## src/rtl/uart_transmit.sv

```systemverilog
// 8N1 UART transmitter with Baud_set-selected divisor; outputs are registered one cycle behind the FSM.
// Optional even-parity bit between data and stop when UART_TX_PARITY_EN is defined.
module uart_transmit #(
  parameter int CLK_HZ = 50_000_000
) (
  input  logic       sysclk,
  input  logic       rst,
  input  logic [2:0] Baud_set,
  input  logic [7:0] Data,
  input  logic       send_en,
  output logic       uart_tx,
  output logic       tx_busy,
  output logic       tx_done
);

  localparam logic [13:0] DIV_4800   = 14'(CLK_HZ / 4800);
  localparam logic [13:0] DIV_9600   = 14'(CLK_HZ / 9600);
  localparam logic [13:0] DIV_115200 = 14'(CLK_HZ / 115200);

  typedef enum logic [2:0] {
    IDLE,
    START,
    DATA,
`ifdef UART_TX_PARITY_EN
    PARITY,
`endif
    STOP
  } state_t;

  state_t      state, state_n;
  logic [13:0] baud_cnt, cnt_n;
  logic [13:0] div_q, div_n, sel_div;
  logic [2:0]  bit_idx, idx_n;
  logic [7:0]  data_q, data_n;
  logic        line, bit_end;

  always_comb begin
    case (Baud_set)
      3'd0:    sel_div = DIV_4800;
      3'd1:    sel_div = DIV_9600;
      default: sel_div = DIV_115200;
    endcase
  end

  assign bit_end = (baud_cnt == div_q - 14'd1);

  always_comb begin
    state_n = state;
    cnt_n   = bit_end ? 14'd0 : baud_cnt + 14'd1;
    idx_n   = bit_idx;
    data_n  = data_q;
    div_n   = div_q;
    line    = 1'b1;
    case (state)
      IDLE: begin
        cnt_n = 14'd0;
        if (send_en) begin
          state_n = START;
          data_n  = Data;
          div_n   = sel_div;
          idx_n   = 3'd0;
        end
      end
      START: begin
        line = 1'b0;
        if (bit_end) begin
          state_n = DATA;
          idx_n   = 3'd0;
        end
      end
      DATA: begin
        line = data_q[bit_idx];
        if (bit_end) begin
          if (bit_idx == 3'd7) begin
`ifdef UART_TX_PARITY_EN
            state_n = PARITY;
`else
            state_n = STOP;
`endif
          end else begin
            idx_n = bit_idx + 3'd1;
          end
        end
      end
`ifdef UART_TX_PARITY_EN
      PARITY: begin
        line = ^data_q;
        if (bit_end) state_n = STOP;
      end
`endif
      STOP: begin
        line = 1'b1;
        if (bit_end) state_n = IDLE;
      end
      default: state_n = IDLE;
    endcase
  end

  // Outputs are flopped from the pre-edge state, so the pad sees the FSM one cycle later.
  always_ff @(posedge sysclk or posedge rst) begin
    if (rst) begin
      state    <= IDLE;
      baud_cnt <= '0;
      bit_idx  <= '0;
      data_q   <= '0;
      div_q    <= '0;
      uart_tx  <= 1'b1;
      tx_busy  <= 1'b0;
      tx_done  <= 1'b0;
    end else begin
      state    <= state_n;
      baud_cnt <= cnt_n;
      bit_idx  <= idx_n;
      data_q   <= data_n;
      div_q    <= div_n;
      uart_tx  <= line;
      tx_busy  <= (state != IDLE);
      tx_done  <= tx_busy && (state == IDLE);
    end
  end

endmodule

```

## config.mk

```make
export PLATFORM = sky130hd
export DESIGN_NAME = uart_transmit
export DESIGN_NICKNAME = d
export VERILOG_FILES = /design/src/rtl/uart_transmit.sv
export SDC_FILE = /design/constraint.sdc
export NUM_CORES = 1
export LEC_CHECK = 0
export CAP_MARGIN = 20
export CORE_UTILIZATION = 40
export CTS_BUF_LIST = sky130_fd_sc_hd__clkbuf_2 sky130_fd_sc_hd__clkbuf_4 sky130_fd_sc_hd__clkbuf_8
export CTS_CLUSTER_SIZE = 40
export DETAILED_ROUTE_END_ITERATION = 6
export GPL_ROUTABILITY_DRIVEN = 0
export HOLD_SLACK_MARGIN = 0.15
export MAX_ROUTING_LAYER = met4
export PLACE_DENSITY_LB_ADDON = 0.2
export SLEW_MARGIN = 20
export SYNTH_ARGS = -nofsm -noshare
export SYNTH_HDL_FRONTEND = slang
export SYNTH_SLANG_ARGS = --single-unit
```

## constraint.sdc

```tcl
create_clock -name sysclk -period 2.64 [get_ports sysclk]
set_clock_uncertainty 0.2 [all_clocks]
set_input_delay 0.792 -clock sysclk [delete_from_list [all_inputs] [get_ports sysclk]]
set_output_delay 0.792 -clock sysclk [all_outputs]
set_load 0.05 [all_outputs]
```

==> results of run 1 <==
per-stage QoR:
stage | setup slack [ns] | instance area [sq um] | total power [mW] | hold WS [ns]
after floorplan | 0.240 | 1940 | 1.51 | 0.274
after global placement | 0.101 | 2210 | 1.73 | 0.265
after detailed placement | 0.0103 | 2210 | 1.77 | 0.273
after CTS | -0.00691 | 2330 | 2.27 | 0.290
after global routing | -0.0478 | 2380 | 2.43 | 0.312
final | 0.0333 | 2380 | 2.27 | 0.287
layout make-up:
class,instances,share of cell area [%]
Clock buffer,7,3.53
Clock inverter,1,1.26
Inverter,9,1.42
Multi-Input combinational cell,131,41.7
Sequential cell,35,37.0
Tap cell,54,2.84
Timing Repair Buffer,32,12.3
cells in the mapped netlist (all sizes together) (3+ instances only):
master,count
a21o,3
a21oi,5
and3,4
buf,4
clkbuf,5
dfrtp,34
ha,9
inv,9
mux2,9
nand2,11
nand2b,5
nand3,12
nor2,7
nor3,16
xnor2,12
xor2,7
cells by family after synthesis:
group	Yosys count	synth area share, %
AOI/OAI and AO/OA	22	9.33
muxes	13	8.56
and+or+nand+nor	68	18.7
buffers and inverters	18	3.92
xor gates and xnor gates	19	8.56
DFF	35	45.1
adders and majority gates	9	5.79
worst min-delay path by stage:
stage | from | endpoint | cells after the start
after global routing | tx_busy$_DFF_PP0_ | tx_done$_DFF_PP0_ | 1
after CTS | tx_busy$_DFF_PP0_ | tx_done$_DFF_PP0_ | 1
final | tx_busy$_DFF_PP0_ | tx_done$_DFF_PP0_ | 1
after floorplan | data_q[6]$_DFFE_PP0P_ | data_q[6]$_DFFE_PP0P_ | 1
after detailed placement | tx_busy$_DFF_PP0_ | tx_done$_DFF_PP0_ | 1
after global placement | tx_busy$_DFF_PP0_ | tx_done$_DFF_PP0_ | 1
layer usage:
layer / vias up / track usage, % / wire [um]
met5: - / - / 0
met1: 706 / 20.7 / 1720
met4: 0 / 6.54 / 84
met2: 23 / 31.2 / 2100
met3: 10 / 4.36 / 120
li1: 708 / - / -
worst max-delay path, stage by stage (launching register included):
cell and delay [ns]:
dfrtp_2 0.44, buf_4 0.15, or4_1 0.53, a2111o_1 0.41
a2111oi_4 0.19, buf_4 0.19, a21oi_2 0.07, mux2_1 0.32
placed cells by master, fill, tap and decap left out, types with 3 or more instances in the layout:
cell	synthesis	routed
xnor2_1	12	12
a21o_1	3	3
inv_1	9	9
nor2_1	7	7
nand3_1	12	12
nor3_1	16	16
xor2_1	7	7
buf_4	2	14
clkdlybuf4s50_1	0	15
a21oi_1	4	4
ha_1	9	9
nand2_1	11	11
clkbuf_8	0	5
and3_1	4	4
mux2_2	8	8
dfrtp_1	34	32
nand2b_1	5	5
registers in the layout, indices dropped and copies added (netlist names):
signal / cells
tx_done: 1
data_q: 8
baud_cnt: 14
tx_busy: 1
state: 2
div_q: 5
uart_tx: 1
bit_idx: 3
power breakdown:
group	leakage, nW	internal, mW	switching [mW]	total, mW
Combinational	0.507	0.441	0.456	0.898
Sequential	0.438	0.715	0.169	0.884
Clock	0.0593	0.303	0.188	0.491
Total	1.00	1.46	0.813	2.27
what timing repair did:
| item | in CTS | in global routing |
|---|---|---|
| endpoints found under the setup margin | 1 | 19 |
| pin swaps | 0 | 0 |
| resized for setup | 1 | 2 |
| cloned | 0 | 1 |
| setup buffers | 0 | 4 |
==> reports/results.ini, run 1 <==
[synth]
syn_nets=207
ys_seq_elements=35
netlist_area_sq_um=1940
synth_edf_count=0
synth-seq-area-share_pct=45.1
yosys_warnings=0
synth_top_area_cell=dfrtp_1
yosysTopAreaCellShare_pct=43.8
synth.avg_cell_area_sq_um=10.6
synthFlopType=dfrtp_1
synth_cells=184
synth_cell_types=45
synth_area_leaders=dfrtp_1 44%, ha_1 5.8%, xnor2_1 5.4%, mux2_2 4.6%, nor3_1 4.1%
async_flop_share_pct=100

[grt]
track_usage_pct=18.2
antenna_found_initial=0
grt_max_degree=36
grt_pass1_wl_um=6930
grt_remaining_overflow=0
grt_pass1_vias=1502

[final_layout]
drive_gt1_share_pct=19.1
n_antenna_cell=0
area_growth_pct=22.3
final_cells=269
register_area_sq_um=880
utilization_pct=50.7
final_nets=237
fillers=425
multi_input_area_sq_um=991

[floorplan]
num_io_pins=17
die_w_um=71.7
die-area_sq_um=5140
num_rows=25
core_area_sq_um=4690
start_util_pct=41.4
chipHeight_um=71.7

[worst_setup_path]
r2r_end=state[1]$_DFFE_PP0P_
cp.arrival_ns=2.58
r2r_slack_ns=0.03
cp-startpoint=div_q[12]$_DFFE_PP0P_
crit_end=state[1]$_DFFE_PP0P_
ff2ff_path_depth=7
cp-end-kind=register
critPathKind=reg -> reg
critPathMaxFanout=5
r2r-start=div_q[12]$_DFFE_PP0P_
crit_path_start_kind=register
required_ns=2.61

[cts]
clock-sinks=35
path_clk_slew_ns=0.07
clock_path_buffers=2
clk_latency_ns=0.29
hold_buffers=0
cts_root_buf=clkbuf_8
cts-buffers-inserted=5
cts_tree=yes
cts.htree.levels=2

[timing]
finalHoldViolations=0
period_minus_slack_ns=2.61
fmax_mhz=384
setup-violations-final=0
report.final.slew_viol_count=0
worst_pin_slew_ns=0.489
rsz0062_at_grt=yes
setup_tns_ns=0
post-route-period-util_pct=98.7
slew_headroom_pct=67.3

[placement]
dpl.hpwl_um=2980
portBuffers=16
dp_cells=256

[detailed_routing]
dr.pass1.iters=4
drt_iter0_drc=58
drc_errors=0
wl_per_cell_um=15.0
wirelength_um=4020
ant_nets=0
num_vias=1447
avgViaCountPerCell=5.38

[pwr]
power.density_nw_per_um2=956
p_leak_nw=1.00
peakVddDrop_v=0.000442

[hold_path]
hp-class=reg -> reg

[job]
cap_viol_max_count=0

[outcome]
status=complete, no violations

(Power assumes the default switching activity.)
==> run 2: changes to the inputs <==
CTS_CLUSTER_SIZE = 10   (was 40)
PLACE_DENSITY_LB_ADDON = unset   (was 0.2)
==> reports/results.ini, run 2 (synthesis gave the netlist of run 1 again) <==
[worst_setup_path]
critPathKind=reg -> reg
cp-end-kind=register
critical-path-slowest-cell=or4_4
critPathMaxFanout=5  ; unchanged
required_ns=2.62  ; about the same
crit_chain=buf_6 > or4_4 > a2111o_1 > a2111oi_4 > a21oi_2 > mux2_4
cpPeakStageDelay_ns=0.48  ; -0.05 ns
crit_path_start_kind=register
cp.arrival_ns=2.62  ; +0.04 ns

[job]
cap_viol_max_count=0  ; unchanged

[detailed_routing]
drt_iter0_drc=61  ; +5.2%
drc_errors=0  ; unchanged
num_vias=1457  ; +0.69%
avgViaCountPerCell=5.44  ; +1.1%
dr.pass1.iters=4  ; unchanged
wirelength_um=4010  ; -0.45%
wl_per_cell_um=14.9  ; about the same
ant_nets=0  ; unchanged

[outcome]
status=complete, no violations

[cts]
hold_buffers=0  ; unchanged
cts.htree.levels=2  ; unchanged
cts-buffers-inserted=5  ; unchanged
cts_tree=yes
clock-sinks=35  ; unchanged
cts_root_buf=clkbuf_8
clock_path_buffers=2  ; unchanged
path_clk_slew_ns=0.07  ; about the same
clk_latency_ns=0.29  ; about the same

[timing]
setup-violations-final=0  ; unchanged
worst_pin_slew_ns=0.515  ; +0.0255 ns
post-route-period-util_pct=100  ; +1.3 points
finalHoldViolations=0  ; unchanged
fmax_mhz=379  ; -1.3%
report.final.slew_viol_count=0  ; unchanged
setup_tns_ns=0  ; unchanged
rsz0062_at_grt=yes
period_minus_slack_ns=2.64  ; +0.0333 ns
slew_headroom_pct=65.4  ; -1.9 points

[final_layout]
final_area_sq_um=2420  ; +1.8%
top_regs=baud_cnt (14), data_q (8), div_q (5)
n_antenna_cell=0  ; unchanged
area_growth_pct=24.5
layout.cells.most_common=dfrtp_1
final_nets=236  ; -0.42%
drive_gt1_share_pct=21.0  ; +2.0 points
largest_reg_flops=14  ; unchanged
regMostFlops=baud_cnt
layout_common_cells=32 x dfrtp_1, 15 x nor3_1, 15 x clkdlybuf4s50_1, 13 x buf_4, 12 x nand3_1

[placement]
dpl.hpwl_um=3010  ; +0.99%
portBuffers=16  ; unchanged
placed_area_sq_um=2220  ; +0.34%

[floorplan]
die-area_sq_um=5140  ; unchanged
num_rows=25  ; unchanged
die_w_um=71.7  ; unchanged
chipHeight_um=71.7  ; unchanged
core_area_sq_um=4690  ; unchanged
num_io_pins=17  ; unchanged
start_util_pct=41.4  ; unchanged

[grt]
grt_max_degree=18  ; -50%
grt_remaining_overflow=0  ; unchanged
antenna_found_initial=0  ; unchanged
track_usage_pct=17.0  ; -1.1 points
grt_pass1_vias=1446  ; -3.7%
grt_pass1_wl_um=6530  ; -5.9%

[pwr]
p_leak_nw=1.02  ; +1.2%
peakVddDrop_v=0.000449  ; +1.4%
power.density_nw_per_um2=973  ; +1.8%

[hold_path]
hp-class=reg -> reg

run 2: worst paths after layout:
path                                         to                   from  slack [ns]  cells past startpoint
hold reg to reg               tx_done$_DFF_PP0_      tx_busy$_DFF_PP0_        0.29                      1
setup / recovery           state[1]$_DFFE_PP0P_  div_q[12]$_DFFE_PP0P_    0.000006                      6
setup reg to reg           state[1]$_DFFE_PP0P_  div_q[12]$_DFFE_PP0P_    0.000006                      6
hold / removal                tx_done$_DFF_PP0_      tx_busy$_DFF_PP0_        0.29                      1
max in group asynchronous     uart_tx$_DFF_PP1_                    rst        1.06                      3
min in group asynchronous  div_q[4]$_DFFE_PP0P_                    rst        0.59                      2
run 2: metrics by stage:
| stage | worst slack, ns | instances | total power, mW | utilization [%] | hold WS [ns] |
|---|---|---|---|---|---|
| 3_3_place_gp | 0.102 | 257 | 1.74 | 47.3 | 0.266 |
| 6_report | 0.00000600 | 268 | 2.36 | 51.6 | 0.290 |
| 2_1_floorplan | 0.240 | 184 | 1.51 | - | 0.274 |
| 3_5_place_dp | 0.00765 | 257 | 1.78 | 47.3 | 0.275 |
| 4_1_cts | 0.0596 | 265 | 2.28 | 49.9 | 0.290 |
| 5_1_grt | -0.0434 | 268 | 2.50 | 51.6 | 0.309 |
run 2: where the power goes:
| group | internal (mW) | switching (mW) | total [mW] |
|---|---|---|---|
| logic | 0.491 | 0.489 | 0.980 |
| registers | 0.714 | 0.166 | 0.879 |
| clock network | 0.305 | 0.191 | 0.496 |
run 2: layout make-up:
class                           instances  area, sq um
Fill cell                             415         2270
Multi-Input combinational cell        131         1030
Sequential cell                        35          880
Timing Repair Buffer                   31          290
Clock buffer                            6         82.6
Tap cell                               54         67.6
Clock inverter                          2         35.0
Inverter                                9         33.8
run 2: worst max-delay path, delay by kind of cell, from the launching register on:
kind / cells / cell delay, ns
compound gates: 3 / 0.95
simple gates: 1 / 0.48
flops: 1 / 0.45
mux: 1 / 0.32
buf+inv: 1 / 0.14
run 2: per-layer routing:
| metal | GRT usage [%] | up-vias | wire (um) |
|---|---|---|---|
| li1 | - | 703 | - |
| met1 | 19.6 | 726 | 1700 |
| met2 | 29.1 | 22 | 2130 |
| met3 | 4.22 | 6 | 106 |
| met4 | 5.66 | 0 | 61 |
| met5 | - | - | 0 |
run 2: repair_timing:
action                                  CTS  global route
endpoints found under the setup margin    1             5
endpoints found under the hold margin     0             0
buffers inserted                          0             3
pin swaps                                 0             5
resized for setup                         2             9
==> run 3: changes to the inputs <==
CTS_CLUSTER_SIZE = unset   (was 10)
GPL_TIMING_DRIVEN = 1   (was unset)
==> results of run 3 <==
Final layout, timing and power as in run 2 (identical DEF).
==> RTL change 1 (config.mk and constraints of run 3) <==
The option `UART_TX_PARITY_EN` is turned on by a define.
--- a/src/rtl/uart_transmit.sv
+++ b/src/rtl/uart_transmit.sv
@@ -1,4 +1,6 @@
 // 8N1 UART transmitter with Baud_set-selected divisor; outputs are registered one cycle behind the FSM.
 // Optional even-parity bit between data and stop when UART_TX_PARITY_EN is defined.
+`define UART_TX_PARITY_EN
+
 module uart_transmit #(
   parameter int CLK_HZ = 50_000_000
Behaviour: no difference found for any inputs over 10 cycles, from zero or initial values and one cycle with rst high; that may be too few to reach the edited logic, so the function may still have changed.
==> RTL change 1 against run 3 <==
- final area fell by 0.78%
- area after synthesis increased by 6.6%
- worst setup slack improved by 230 ps
- sequential cell count up 1
- via count grew 4.8%
- routed wire length is 1.2% lower
- final cell count grew 13%
- global-route usage up 0.45 points
- critical endpoint is now tx_done
Power is not compared: it rests on default switching activity, and its combinational part moved more than twofold at a synthesized area within 25%.
==> RTL change 1: results (changes against run 3) <==
[outcome]
status=complete, no violations

[critical_path]
slowest_delay_ps=800  ; +320 ps
arrival_ps=1420  ; -1200 ps
reg2reg_to=bit_idx[1]
worstSetupStartpoint=tx_done
r2r_setup_slack_ps=270  ; +270 ps
cp_max_fo=1  ; -4
cpMaxStageDelayCell=clkdlybuf4s50_1
critPathTopFamily=buffers and inverters
ff2ff_path_depth=7  ; +1
endpoint=tx_done

[cells_and_area]
multi_input_area_share_pct=45.00  ; +2.4 points
nNonClkBuffers=23  ; -26%
seqCellArea_um2=903.4  ; +2.7%
bufAreaShareNonClock_pct=8.750  ; -3.2 points
inverters=7  ; -2
final-clk-cell-share_pct=4.063  ; -0.80 points
drive_above_1_share_pct=13.14  ; -7.9 points
nets=253  ; +7.2%
num-fill-cells=472  ; +14%
comb.multi_input.count=162  ; +24%
seq_area_share_pct=37.60  ; +1.3 points
reg_top3=baud_cnt x14, data_q x8, div_q x5
final_cells=303  ; +13%
n_clock_buffer=8  ; +2

[logic_synthesis]
yosysUniqueCellTypes=47  ; +4.4%
synth_nets=235  ; +14%
synth_seq_cells=36  ; +2.9%
synth_common_cells=dfrtp_1, nand2_1, nor2_1, xnor2_1, nand3_1
synthTopCellsByArea=dfrtp_1, xnor2_1, nand2_1, xor2_1, nor2_1
ys_seq_area_share_pct=43.51  ; -1.6 points
synthCells=217  ; +18%

[clock_tree]
cts-root-buf=clkbuf_8
cts.clk_slew.worst_paths_ps=60

[pwr]
combinationalPowerShare_pct=3.2

[global_routing]
grt_max_degree=37  ; +19
grtUsageTotal_pct=17.50  ; +0.45 points
met2_usage_pct=23.23  ; -5.9 points
gr-usage-met1_pct=25.41  ; +5.8 points
grt_pass1_vias=1435  ; -0.76%

[route]
drt-initial-drc-count=78  ; +28%
wl_met2_um=1656  ; -22%
vias=1527  ; +4.8%
wl_met3_um=142  ; +34%

[place]
place_hpwl_um=2884  ; -4.1%
dp_slack_ps=106.8  ; +99.16 ps
placed_area_um2=2297  ; +3.6%

[timing]
whs_ps=282.0  ; -7.741 ps
max_slew_margin_pct=66.69  ; +1.3 points

[floorplan]
taps=67  ; +24%

[RTL change 1: cell types whose count changed after synthesis, sizes merged, moves of 3 or more]
cell / run 3 / this run
nor3: 16 / 3
nor2: 7 / 23
xnor2: 12 / 18
and3: 4 / 7
nor4: 1 / 4
mux2: 9 / 3
o21ai: 1 / 6
xor2: 7 / 10
nand2b: 5 / 2
nand2: 11 / 31
ha: 9 / 4
[RTL change 1: logic make-up (layout without fill, tap and decap cells)]
family	count (synthesis)	count (layout)	synth area share, %
compound gates	28	28	9.234
xor+xnor	28	28	11.83
fa+ha+maj	4	4	2.414
buf+inv	19	38	4.647
flops	36	36	43.51
mux	6	6	4.828
simple gates	96	96	23.54
[RTL change 1: what timing repair did]
action | 4_1_cts | 5_1_grt
resized for setup | 0 | 2
hold buffers | 0 | 0
setup endpoints to repair | 0 | 18
==> RTL change 2 (config.mk and constraints of run 3) <==
Without the edit above. Take the reset off `data_q` and load it in a clocked block of its own.
--- a/src/rtl/uart_transmit.sv
+++ b/src/rtl/uart_transmit.sv
@@ -103,5 +103,4 @@
       baud_cnt <= '0;
       bit_idx  <= '0;
-      data_q   <= '0;
       div_q    <= '0;
       uart_tx  <= 1'b1;
@@ -112,5 +111,4 @@
       baud_cnt <= cnt_n;
       bit_idx  <= idx_n;
-      data_q   <= data_n;
       div_q    <= div_n;
       uart_tx  <= line;
@@ -120,4 +118,8 @@
   end
 
+  always_ff @(posedge sysclk) begin
+    data_q <= data_n;
+  end
+
 endmodule
 
Formal check against the unedited RTL: no difference found for any inputs over 10 cycles, from zero or initial values and one cycle with rst high; that may be too few to reach the edited logic, so the function may still have changed.
==> RTL change 2 against run 3 <==
- synthesized cell count down 4.3%
- non-clock buffer count shrank 6
- hold slack gained 12 ps
- routed wire length shrank 5.9%
- final area decreased by 7.7%
- largest cell class is now registers
- area after synthesis down 4.7%
- sequential cell count is the same
- count of clock-buffer cells in the layout is 1 lower
- worst setup slack improved by 140 ps
- global-route usage grew 0.46 points
- utilization fell by 0.98 points
Power is not compared: it rests on default switching activity, and its combinational part moved more than twofold at a synthesized area within 25%.
==> RTL change 2: results (changes against run 3) <==
[outcome]
status=complete, no violations

[clock_tree]
htree_levels=2  ; unchanged
cts-root-buf=clkbuf_8
cts.clk_slew.worst_paths_ps=70  ; about the same
cts-buffers-inserted=5  ; unchanged
worstSkewPairLatency_ps=290  ; about the same
max-clock-path-buffers=2  ; unchanged

[pwr]
p_leak_nw=0.9535
clock_net_power_uw=371
peakVddDrop_v=0.0002482
power_uw=953.9
combinationalPowerShare_pct=3.1
p_int_uw=749.9

[route]
drt_first_pass_iters=4  ; unchanged
drt-initial-drc-count=58  ; -4.9%
routed_wl_um=3769  ; -5.9%
drt-wirelength-per-cell_um=14.72  ; -1.5%
viasPerCell=5.461  ; +0.45%
ant_nets=0  ; unchanged

[critical_path]
arrival_ps=2480  ; -140 ps
r2r-start=div_q[8]
crit_type=register to register
r2r_setup_slack_ps=140  ; +140 ps
ff2ff_path_depth=8  ; +2
cp_max_fo=2  ; -3
critPathCaptureType=register
reg2reg_to=state[1]

[logic_synthesis]
synthCells=176  ; -4.3%
synth-edff-count=8  ; +8
synthTopCellsByArea=dfrtp_1, edfxtp_1, ha_1, xnor2_1, nor2_1
ys_warn_count=0  ; unchanged
synth_common_cells=dfrtp_1, nor2_1, inv_1, xnor2_1, nand2_1
ys_seq_area_share_pct=49.49  ; +4.4 points
yosysUniqueCellTypes=41  ; -8.9%
async_flop_share_pct=77.14  ; -23 points
synth_nets=199  ; -3.9%

[place]
dpl.cell_count=246  ; -4.3%
io_buffer_count=16  ; unchanged
place_hpwl_um=2731  ; -9.2%

[worst_hold_path]
hp-class=register to register
hold_path_depth=1  ; unchanged

[global_routing]
grt_pass1_vias=1416  ; -2.1%
antenna_found_initial=0  ; unchanged
grt_pass1_wl_um=6541  ; +0.21%
grt_max_degree=28  ; +10
grtUsageTotal_pct=17.51  ; +0.46 points

[cells_and_area]
nets=226  ; -4.2%
reg_top3=baud_cnt x14, data_q x8, div_q x5
drive_above_1_share_pct=12.25  ; -8.8 points
num_antenna_cells=0  ; unchanged

[timing]
max_slew_margin_pct=67.52  ; +2.2 points
timing_hold_violations_final=0  ; unchanged

## RTL change 2: repair_timing
action	4_1_cts	5_1_grt
buffers inserted	0	2
setup endpoints to repair	0	14
gates resized for setup	0	7
## RTL change 2: how the worst min path moves through the flow
stage / startpoint / end
after global placement: tx_busy / tx_done
final: tx_busy / tx_done
after global routing: tx_busy / tx_done
after CTS: tx_busy / tx_done
after floorplan: baud_cnt[0] / baud_cnt[0]
after detailed placement: tx_busy / tx_done
## RTL change 2: per-layer routing
layer / vias up / track usage (%) / wire length [µm]
met4: 0 / 4.889 / 40
li1: 672 / - / -
met3: 5 / 5.195 / 170
met2: 32 / 26.71 / 1824
met1: 689 / 22.74 / 1734
met5: - / - / 0
## RTL change 2: layout make-up
type	count	area, µm²
Fill cell	391	2180
Sequential cell	35	918.4
Multi-Input combinational cell	123	893.4
Timing Repair Buffer	25	225.2
Clock buffer	5	68.82
Tap cell	52	65.06
Inverter	13	48.80
Clock inverter	3	15.01
## RTL change 2: critical path, cell delays in order (launching register included)
cell	delay, ps
dfrtp_1	360
inv_2	70
ha_4	260
xor2_1	140
o31ai_1	90
nor4_1	310
nand4_1	180
a222oi_1	400
mux2_1	360
## RTL change 2: cells by family after synthesis
group                      synth area share [%]
DFF                                       49.49
adders and majority gates                 6.077
and+or+nand+nor                           19.31
buffers and inverters                     3.781
xor gates and xnor gates                  8.508
AOI/OAI and AO/OA                         8.711
muxes                                     4.119
## RTL change 2: through the flow
step	utilization (%)	TNS (ps)	instance area, µm²	setup slack, ps	hold slack, ps
2_1_floorplan	-	0	1853	138.6	267.8
3_3_place_gp	47.73	0	2107	225.9	269.4
3_5_place_dp	47.73	0	2107	4.310	285.9
4_1_cts	49.63	0	2191	6.439	300.6
5_1_grt	50.62	-26.08	2235	-26.08	328.1
6_report	50.62	0	2235	139.3	301.3
